**src/rtl/change_payout_pkg.sv**
```systemverilog
//----------------------------------------------------------------------------
// Module  : vm_pkg
// Brief   : Shared coin values, payout FSM states and coin-select helpers.
// Revision: 1.0 - initial release
//----------------------------------------------------------------------------
`default_nettype none

package vm_pkg;

    localparam logic [10:0] VAL_Q = 11'd25;
    localparam logic [10:0] VAL_D = 11'd10;
    localparam logic [10:0] VAL_N = 11'd5;

    typedef enum logic [2:0] {
        ST_IDLE   = 3'd0,
        ST_SELECT = 3'd1,
        ST_EJECT  = 3'd2,
        ST_WAIT   = 3'd3,
        ST_DONE   = 3'd4,
        ST_FAULT  = 3'd5
    } payout_state_t;

    typedef enum logic [1:0] {
        COIN_Q    = 2'd0,
        COIN_D    = 2'd1,
        COIN_N    = 2'd2,
        COIN_NONE = 2'd3
    } coin_sel_t;

    function automatic logic [10:0] coin_value(input coin_sel_t coin);
        case (coin)
            COIN_Q:  coin_value = VAL_Q;
            COIN_D:  coin_value = VAL_D;
            COIN_N:  coin_value = VAL_N;
            default: coin_value = 11'd0;
        endcase
    endfunction

    // Solenoid drive as {quarter, dime, nickel}
    function automatic logic [2:0] eject_mask(input coin_sel_t coin);
        case (coin)
            COIN_Q:  eject_mask = 3'b100;
            COIN_D:  eject_mask = 3'b010;
            COIN_N:  eject_mask = 3'b001;
            default: eject_mask = 3'b000;
        endcase
    endfunction

endpackage

`default_nettype wire

```
**src/rtl/change_payout_if.sv**
```systemverilog
//----------------------------------------------------------------------------
// Module  : change_payout_if
// Brief   : Request, hopper and status signals of the coin payout controller.
// Revision: 1.0 - initial release
//----------------------------------------------------------------------------
`default_nettype none

interface change_payout_if;
    logic        start;
    logic [4:0]  quarter_cnt;
    logic [4:0]  dime_cnt;
    logic [4:0]  nickel_cnt;
    logic        coin_sense;
    logic        eject_q;
    logic        eject_d;
    logic        eject_n;
    logic        busy;
    logic        done;
    logic        fault;
    logic [10:0] paid_cents;

    modport master (
        output start, quarter_cnt, dime_cnt, nickel_cnt, coin_sense,
        input  eject_q, eject_d, eject_n, busy, done, fault, paid_cents
    );

    modport slave (
        input  start, quarter_cnt, dime_cnt, nickel_cnt, coin_sense,
        output eject_q, eject_d, eject_n, busy, done, fault, paid_cents
    );
endinterface

`default_nettype wire

```
**src/rtl/change_payout_pulse_timer.sv**
```systemverilog
//----------------------------------------------------------------------------
// Module  : pulse_timer
// Brief   : Loadable down-counter shared by the eject pulse and sensor wait.
// Revision: 1.0 - initial release
//----------------------------------------------------------------------------
`default_nettype none

module pulse_timer #(
    parameter int WIDTH = 6
) (
    input  wire logic             clk2,
    input  wire logic             rst,
    input  wire logic             load,
    input  wire logic [WIDTH-1:0] value,
    output logic                  expired
);

    logic [WIDTH-1:0] r_count;

    always_ff @(posedge clk2) begin
        if (rst) begin
            r_count <= '0;
        end else if (load) begin
            r_count <= value;
        end else if (r_count != '0) begin
            r_count <= r_count - WIDTH'(1);
        end
    end

    // Loaded with N, the Nth cycle after the load is the last one
    assign expired = (r_count <= WIDTH'(1));

endmodule

`default_nettype wire

```
**src/rtl/change_payout.sv**
```systemverilog
//----------------------------------------------------------------------------
// Module  : change_payout
// Brief   : Coin hopper payout FSM: one coin per eject, sensor-confirmed.
// Revision: 1.0 - initial release
//----------------------------------------------------------------------------
`default_nettype none

module change_payout
    import vm_pkg::*;
#(
    parameter int EJECT_W       = 4,
    parameter int SENSE_TIMEOUT = 50,
    parameter int MAX_RETRY     = 2
) (
    input wire logic       clk2,
    input wire logic       rst,
    change_payout_if.slave bus
);

    localparam int c_TMR_MAX = (EJECT_W > SENSE_TIMEOUT) ? EJECT_W : SENSE_TIMEOUT;
    localparam int c_TMR_W   = $clog2(c_TMR_MAX + 1);
    localparam int c_RTY_W   = $clog2(MAX_RETRY + 2);
    localparam logic [c_TMR_W-1:0] c_EJECT_VAL = c_TMR_W'(EJECT_W);
    localparam logic [c_TMR_W-1:0] c_SENSE_VAL = c_TMR_W'(SENSE_TIMEOUT);
    localparam logic [c_RTY_W-1:0] c_MAX_RETRY = c_RTY_W'(MAX_RETRY);

    payout_state_t     r_state;
    coin_sel_t         r_coin;
    logic [4:0]        r_q, r_d, r_n;
    logic [10:0]       r_paid;
    logic [c_RTY_W-1:0] r_retry;
    logic [2:0]        r_eject;
    logic              r_busy, r_done, r_fault, r_sensed;

    coin_sel_t          w_sel;
    logic               w_expired, w_confirm, w_credit, w_tmr_load;
    logic [c_TMR_W-1:0] w_tmr_val;

    always_comb begin
        if (r_q != 5'd0)      w_sel = COIN_Q;
        else if (r_d != 5'd0) w_sel = COIN_D;
        else if (r_n != 5'd0) w_sel = COIN_N;
        else                  w_sel = COIN_NONE;
    end

    // A sense pulse anywhere in the eject pulse confirms the coin at pulse end
    assign w_confirm = r_sensed | bus.coin_sense;
    assign w_credit  = ((r_state == ST_EJECT) && w_expired && w_confirm) ||
                       ((r_state == ST_WAIT)  && bus.coin_sense);

    always_comb begin
        w_tmr_load = 1'b0;
        w_tmr_val  = c_EJECT_VAL;
        if (r_state == ST_SELECT && w_sel != COIN_NONE) begin
            w_tmr_load = 1'b1;
        end else if (r_state == ST_EJECT && w_expired && !w_confirm) begin
            w_tmr_load = 1'b1;
            w_tmr_val  = c_SENSE_VAL;
        end else if (r_state == ST_WAIT && w_expired && !bus.coin_sense &&
                     r_retry < c_MAX_RETRY) begin
            w_tmr_load = 1'b1;
        end
    end

    pulse_timer #(
        .WIDTH (c_TMR_W)
    ) u_timer (
        .clk2    (clk2),
        .rst     (rst),
        .load    (w_tmr_load),
        .value   (w_tmr_val),
        .expired (w_expired)
    );

    always_ff @(posedge clk2) begin
        if (rst) begin
            r_state  <= ST_IDLE;
            r_coin   <= COIN_NONE;
            r_q      <= '0;
            r_d      <= '0;
            r_n      <= '0;
            r_paid   <= '0;
            r_retry  <= '0;
            r_eject  <= '0;
            r_busy   <= 1'b0;
            r_done   <= 1'b0;
            r_fault  <= 1'b0;
            r_sensed <= 1'b0;
        end else begin
            r_done <= 1'b0;
            case (r_state)
                ST_IDLE: begin
                    if (bus.start) begin
                        r_q     <= bus.quarter_cnt;
                        r_d     <= bus.dime_cnt;
                        r_n     <= bus.nickel_cnt;
                        r_paid  <= '0;
                        r_retry <= '0;
                        r_busy  <= 1'b1;
                        r_state <= ST_SELECT;
                    end
                end
                ST_SELECT: begin
                    r_sensed <= 1'b0;
                    if (w_sel == COIN_NONE) begin
                        r_busy  <= 1'b0;
                        r_done  <= 1'b1;
                        r_state <= ST_DONE;
                    end else begin
                        r_coin  <= w_sel;
                        r_eject <= eject_mask(w_sel);
                        r_state <= ST_EJECT;
                    end
                end
                ST_EJECT: begin
                    if (bus.coin_sense) r_sensed <= 1'b1;
                    if (w_expired) begin
                        r_eject <= '0;
                        r_state <= w_confirm ? ST_SELECT : ST_WAIT;
                    end
                end
                ST_WAIT: begin
                    if (bus.coin_sense) begin
                        r_state <= ST_SELECT;
                    end else if (w_expired) begin
                        if (r_retry < c_MAX_RETRY) begin
                            r_retry  <= r_retry + c_RTY_W'(1);
                            r_eject  <= eject_mask(r_coin);
                            r_sensed <= 1'b0;
                            r_state  <= ST_EJECT;
                        end else begin
                            r_busy  <= 1'b0;
                            r_fault <= 1'b1;
                            r_state <= ST_FAULT;
                        end
                    end
                end
                ST_DONE:  r_state <= ST_IDLE;
                ST_FAULT: r_state <= ST_FAULT;
                default:  r_state <= ST_IDLE;
            endcase

            if (w_credit) begin
                r_paid  <= r_paid + coin_value(r_coin);
                r_retry <= '0;
                case (r_coin)
                    COIN_Q:  if (r_q != 5'd0) r_q <= r_q - 5'd1;
                    COIN_D:  if (r_d != 5'd0) r_d <= r_d - 5'd1;
                    COIN_N:  if (r_n != 5'd0) r_n <= r_n - 5'd1;
                    default: ;
                endcase
            end
        end
    end

    assign bus.eject_q    = r_eject[2];
    assign bus.eject_d    = r_eject[1];
    assign bus.eject_n    = r_eject[0];
    assign bus.busy       = r_busy;
    assign bus.done       = r_done;
    assign bus.fault      = r_fault;
    assign bus.paid_cents = r_paid;

endmodule

`default_nettype wire

```
**src/flat_wrapper.sv**
```systemverilog
// flat-port wrapper written by rule: the top's interface ports become plain ports
module change_payout_flat import vm_pkg::*;
#(
    parameter int EJECT_W       = 4,
    parameter int SENSE_TIMEOUT = 50,
    parameter int MAX_RETRY     = 2
)
  (clk2, rst, bus_start, bus_quarter_cnt, bus_dime_cnt, bus_nickel_cnt, bus_coin_sense, bus_eject_q, bus_eject_d, bus_eject_n, bus_busy, bus_done, bus_fault, bus_paid_cents);
  change_payout_if bus_i ();
  input wire logic clk2;
  input wire logic rst;
  input wire logic [$bits(bus_i.start)-1:0] bus_start;
  input wire logic [$bits(bus_i.quarter_cnt)-1:0] bus_quarter_cnt;
  input wire logic [$bits(bus_i.dime_cnt)-1:0] bus_dime_cnt;
  input wire logic [$bits(bus_i.nickel_cnt)-1:0] bus_nickel_cnt;
  input wire logic [$bits(bus_i.coin_sense)-1:0] bus_coin_sense;
  output wire logic [$bits(bus_i.eject_q)-1:0] bus_eject_q;
  output wire logic [$bits(bus_i.eject_d)-1:0] bus_eject_d;
  output wire logic [$bits(bus_i.eject_n)-1:0] bus_eject_n;
  output wire logic [$bits(bus_i.busy)-1:0] bus_busy;
  output wire logic [$bits(bus_i.done)-1:0] bus_done;
  output wire logic [$bits(bus_i.fault)-1:0] bus_fault;
  output wire logic [$bits(bus_i.paid_cents)-1:0] bus_paid_cents;
  assign bus_i.start = bus_start;
  assign bus_i.quarter_cnt = bus_quarter_cnt;
  assign bus_i.dime_cnt = bus_dime_cnt;
  assign bus_i.nickel_cnt = bus_nickel_cnt;
  assign bus_i.coin_sense = bus_coin_sense;
  assign bus_eject_q = bus_i.eject_q;
  assign bus_eject_d = bus_i.eject_d;
  assign bus_eject_n = bus_i.eject_n;
  assign bus_busy = bus_i.busy;
  assign bus_done = bus_i.done;
  assign bus_fault = bus_i.fault;
  assign bus_paid_cents = bus_i.paid_cents;
  change_payout #(.EJECT_W(EJECT_W), .SENSE_TIMEOUT(SENSE_TIMEOUT), .MAX_RETRY(MAX_RETRY)) u_core (.clk2(clk2), .rst(rst), .bus(bus_i));
endmodule
```
**config.mk**
```make
export PLATFORM = sky130hd
export DESIGN_NAME = change_payout_flat
export DESIGN_NICKNAME = d
export VERILOG_FILES = /design/src/rtl/change_payout_pkg.sv /design/src/rtl/change_payout_if.sv /design/src/rtl/change_payout_pulse_timer.sv /design/src/rtl/change_payout.sv /design/src/flat_wrapper.sv
export SDC_FILE = /design/constraint.sdc
export NUM_CORES = 1
export LEC_CHECK = 0
export ABC_AREA = 1
export CAP_MARGIN = 20
export CORE_UTILIZATION = 43
export CTS_CLUSTER_DIAMETER = 200
export DETAILED_ROUTE_END_ITERATION = 10
export GPL_TIMING_DRIVEN = 0
export PLACE_DENSITY = 0.76
export SLEW_MARGIN = 20
export SYNTH_ARGS = -nofsm -noshare
export SYNTH_HDL_FRONTEND = slang
export SYNTH_SLANG_ARGS = --single-unit
export TNS_END_PERCENT = 10
```
**constraint.sdc**
```tcl
create_clock -name clk2 -period 2.1 [get_ports clk2]
set_input_delay 0.42 -clock clk2 [delete_from_list [all_inputs] [get_ports clk2]]
set_output_delay 0.42 -clock clk2 [all_outputs]
set_load 0.02 [all_outputs]
```
==> summary.txt <==
Reg clk slew, reported paths: 0.09 ns
Crit-path slowest cell: fa_1
FP Rows: 29
Hold_buf cts: 0
Syn nets: 496
Number of synthesized flops with an enable pin: 0
Worst Path Required: 2.27 ns
Height of the die: 85.2 um
CP Class: flop to flop
Async SR Flop Fraction: 0
Hpwl dp: 5420 um
Root Buffer: clkbuf_8
F_max: 520 MHz
Setup bufs post-CTS: 0
Syn_area_per_cell: 6.43 um^2
First-pass GRT wire length: 12,600 um
Number of global-route vias before repair: 2,802
Setup crit start kind: flop
Area leader, netlist: dfxtp_1
Routed Antenna Nets: 0
Slew margin rel.: 0.588
Mapped Area: 0.00298 mm^2
Worst hold slack: 0.487 ns
CP peak stage delay: 0.44 ns
Final period util: 0.915
Netlist cell types: 33
Worst Slack Setup Final: 0.178 ns
Top cells by area, synth: dfxtp_1 31%, nand2_1 14%, nor2_1 8.9%, inv_1 6.4%, nand3_1 6.0%
GP Congestion: 0.927
CTS tree: built
Pleak: 0.00158 uW
Worst VDD drop: 0.626 mV
Post-CTS sizing: 0
Io pins: 36
Largest net degree at the start of global routing: 15
DR WL/cell: 12.6 um
Crit. End Element: flop
WL final: 7310 um
Worst slack at placement: 0.104 ns
Skew final: 0.00634 ns
Final Util: 0.540
CTS buffer count: 5
Mapped Cells: 463
Initial DRT Pass Iterations: 4
Diode count: 0
Nets@finish: 537
Die footprint: 0.00727 mm^2
Critical path arrival: 2.10 ns
Most common cell after layout, fill and taps aside: nand2_1
RSZ-0062 raised after global routing: no
Iter 0 DRT Violations: 155
Worst-margin pin slew: 0.616 ns
Hold Vio Cnt, Final: 0
Post-route DRC violation count: 0
Worst skew pair latency: 0.30 ns
Slew Viols, Final: 0
Synthesis-to-finish area growth: 18.4%
Max-cap violations: 0
Core area: 0.00653 mm^2
CTS sink count: 46
H-tree depth: 2
Worst path most repeated cell: nand3_1
Most frequent cells in the layout: 111 x nand2_1, 71 x nor2_1, 51 x inv_1
Starting density of the core: 0.456
Run status: finished, final reports clean
Die Wd: 85.2 um
PwrDens: 1130 mW/mm^2
Synth Register Bits: 46
Cells along the critical path: inv_1, ha_1, fa_1, nand3_1, nand3_1, or2_2, nand3_2, a21oi_2
Tmin final: 1.92 ns
Number of port buffers: 34
Grt ovf: 0
Crit Path Max Fanout: 4
Yosys top cell area share: 0.309
Clock buffer depth: 2
Synth Flop Type: dfxtp_1
Worst Hold Class: flop to flop
Proportion of synthesized chip area in sequential cells: 0.309
Reg2Reg Setup Slack: 0.18 ns
Layout cell share with drive strength beyond 1: 0.0713
Vias per cell: 5.20
Setup violators final: 0
Vias: 3,025
GRT Total Usage: 0.212
Synth warnings: 0
Pwr Total: 3990 uW
Setup TNS: 0 ns
Antenna violations before repair: 0
==> layer usage <==
metal	part of all wire	up-vias	routed length (um)	global-route usage
met1	0.47	1371	3410	0.273
met3	0.055	7	401	0.0321
met2	0.47	85	3420	0.365
li1	-	1562	-	-
met5	0	-	0	0
met4	0.011	0	78	0.0632
==> cell usage after synthesis (5+ instances only) <==
| library cell | count |
|---|---|
| nand2_1 | 111 |
| ha_1 | 13 |
| xor2_1 | 9 |
| xnor2_1 | 5 |
| nand2_2 | 6 |
| dfxtp_1 | 46 |
| nor2_1 | 71 |
| o21ai_0 | 29 |
| a21oi_1 | 31 |
| nand4_1 | 7 |
| clkbuf_1 | 5 |
| nand3_1 | 36 |
| inv_1 | 51 |
==> through the flow <==
stage	instance area, um^2	std cells
floorplan	2980	463
global placement	3420	574
detailed placement	3420	574
CTS	3520	582
global route	3530	582
finish	3530	582
==> kinds of logic (layout without fill, tap and decap cells) <==
group           count (synthesis)  in the layout  share of synthesized area
compound gates                 75             75                      0.135
xor+xnor                       14             14                     0.0412
simple gates                  248            248                      0.359
flops                          46             46                      0.309
fa+ha+maj                      14             14                     0.0613
buf+inv                        66            108                     0.0941
==> worst paths after layout <==
| kind | startpoint | to | cells past startpoint |
|---|---|---|---|
| min reg2reg | u_core.r_eject[0]$_SDFFE_PP0P_ | u_core.r_eject[0]$_SDFFE_PP0P_ | 2 |
| min | u_core.r_eject[0]$_SDFFE_PP0P_ | u_core.r_eject[0]$_SDFFE_PP0P_ | 2 |
| max reg2reg | u_core.r_coin[0]$_SDFFE_PP1P_ | u_core.bus.paid_cents[4]$_SDFFE_PP0P_ | 8 |
| max | u_core.r_coin[0]$_SDFFE_PP1P_ | u_core.bus.paid_cents[4]$_SDFFE_PP0P_ | 8 |
==> state kept, by name, summed over array words and instances (netlist names), 2 cells and up <==
signal and flops:
u_core.r_coin 2, u_core.r_n 5, u_core.r_d 5, u_core.r_retry 2
u_core.r_eject 3, u_core.r_q 5, u_core.r_state 3, u_core.bus.paid_cents 11
u_core.u_timer.r_count 6
==> power by group <==
group / switching, uW / total [uW] / internal (uW)
clock: 322 / 673 / 351
combinational: 1330 / 2110 / 776
sequential: 141 / 1210 / 1070
==> critical path: cells and delay by family, from the launching register on <==
| family | cells | cell delay, ns |
|---|---|---|
| flip-flops | 1 | 0.34 |
| AO/OA/AOI/OAI | 1 | 0.05 |
| buffers and inverters | 1 | 0.09 |
| adder cells (fa/ha/maj) | 2 | 0.69 |
| AND/OR/NAND/NOR | 4 | 0.63 |
==> area by class of cell <==
class	count	area [um^2]
plain buffers	11	73.8
clock buffers	5	68.8
clock inverters	3	40.0
fillers	650	3000
inverters	55	206
multi-input cells	351	1780
flip-flops and latches	46	921
well taps	77	96.3
repair buffers	34	340
(Power assumes the default switching activity.)
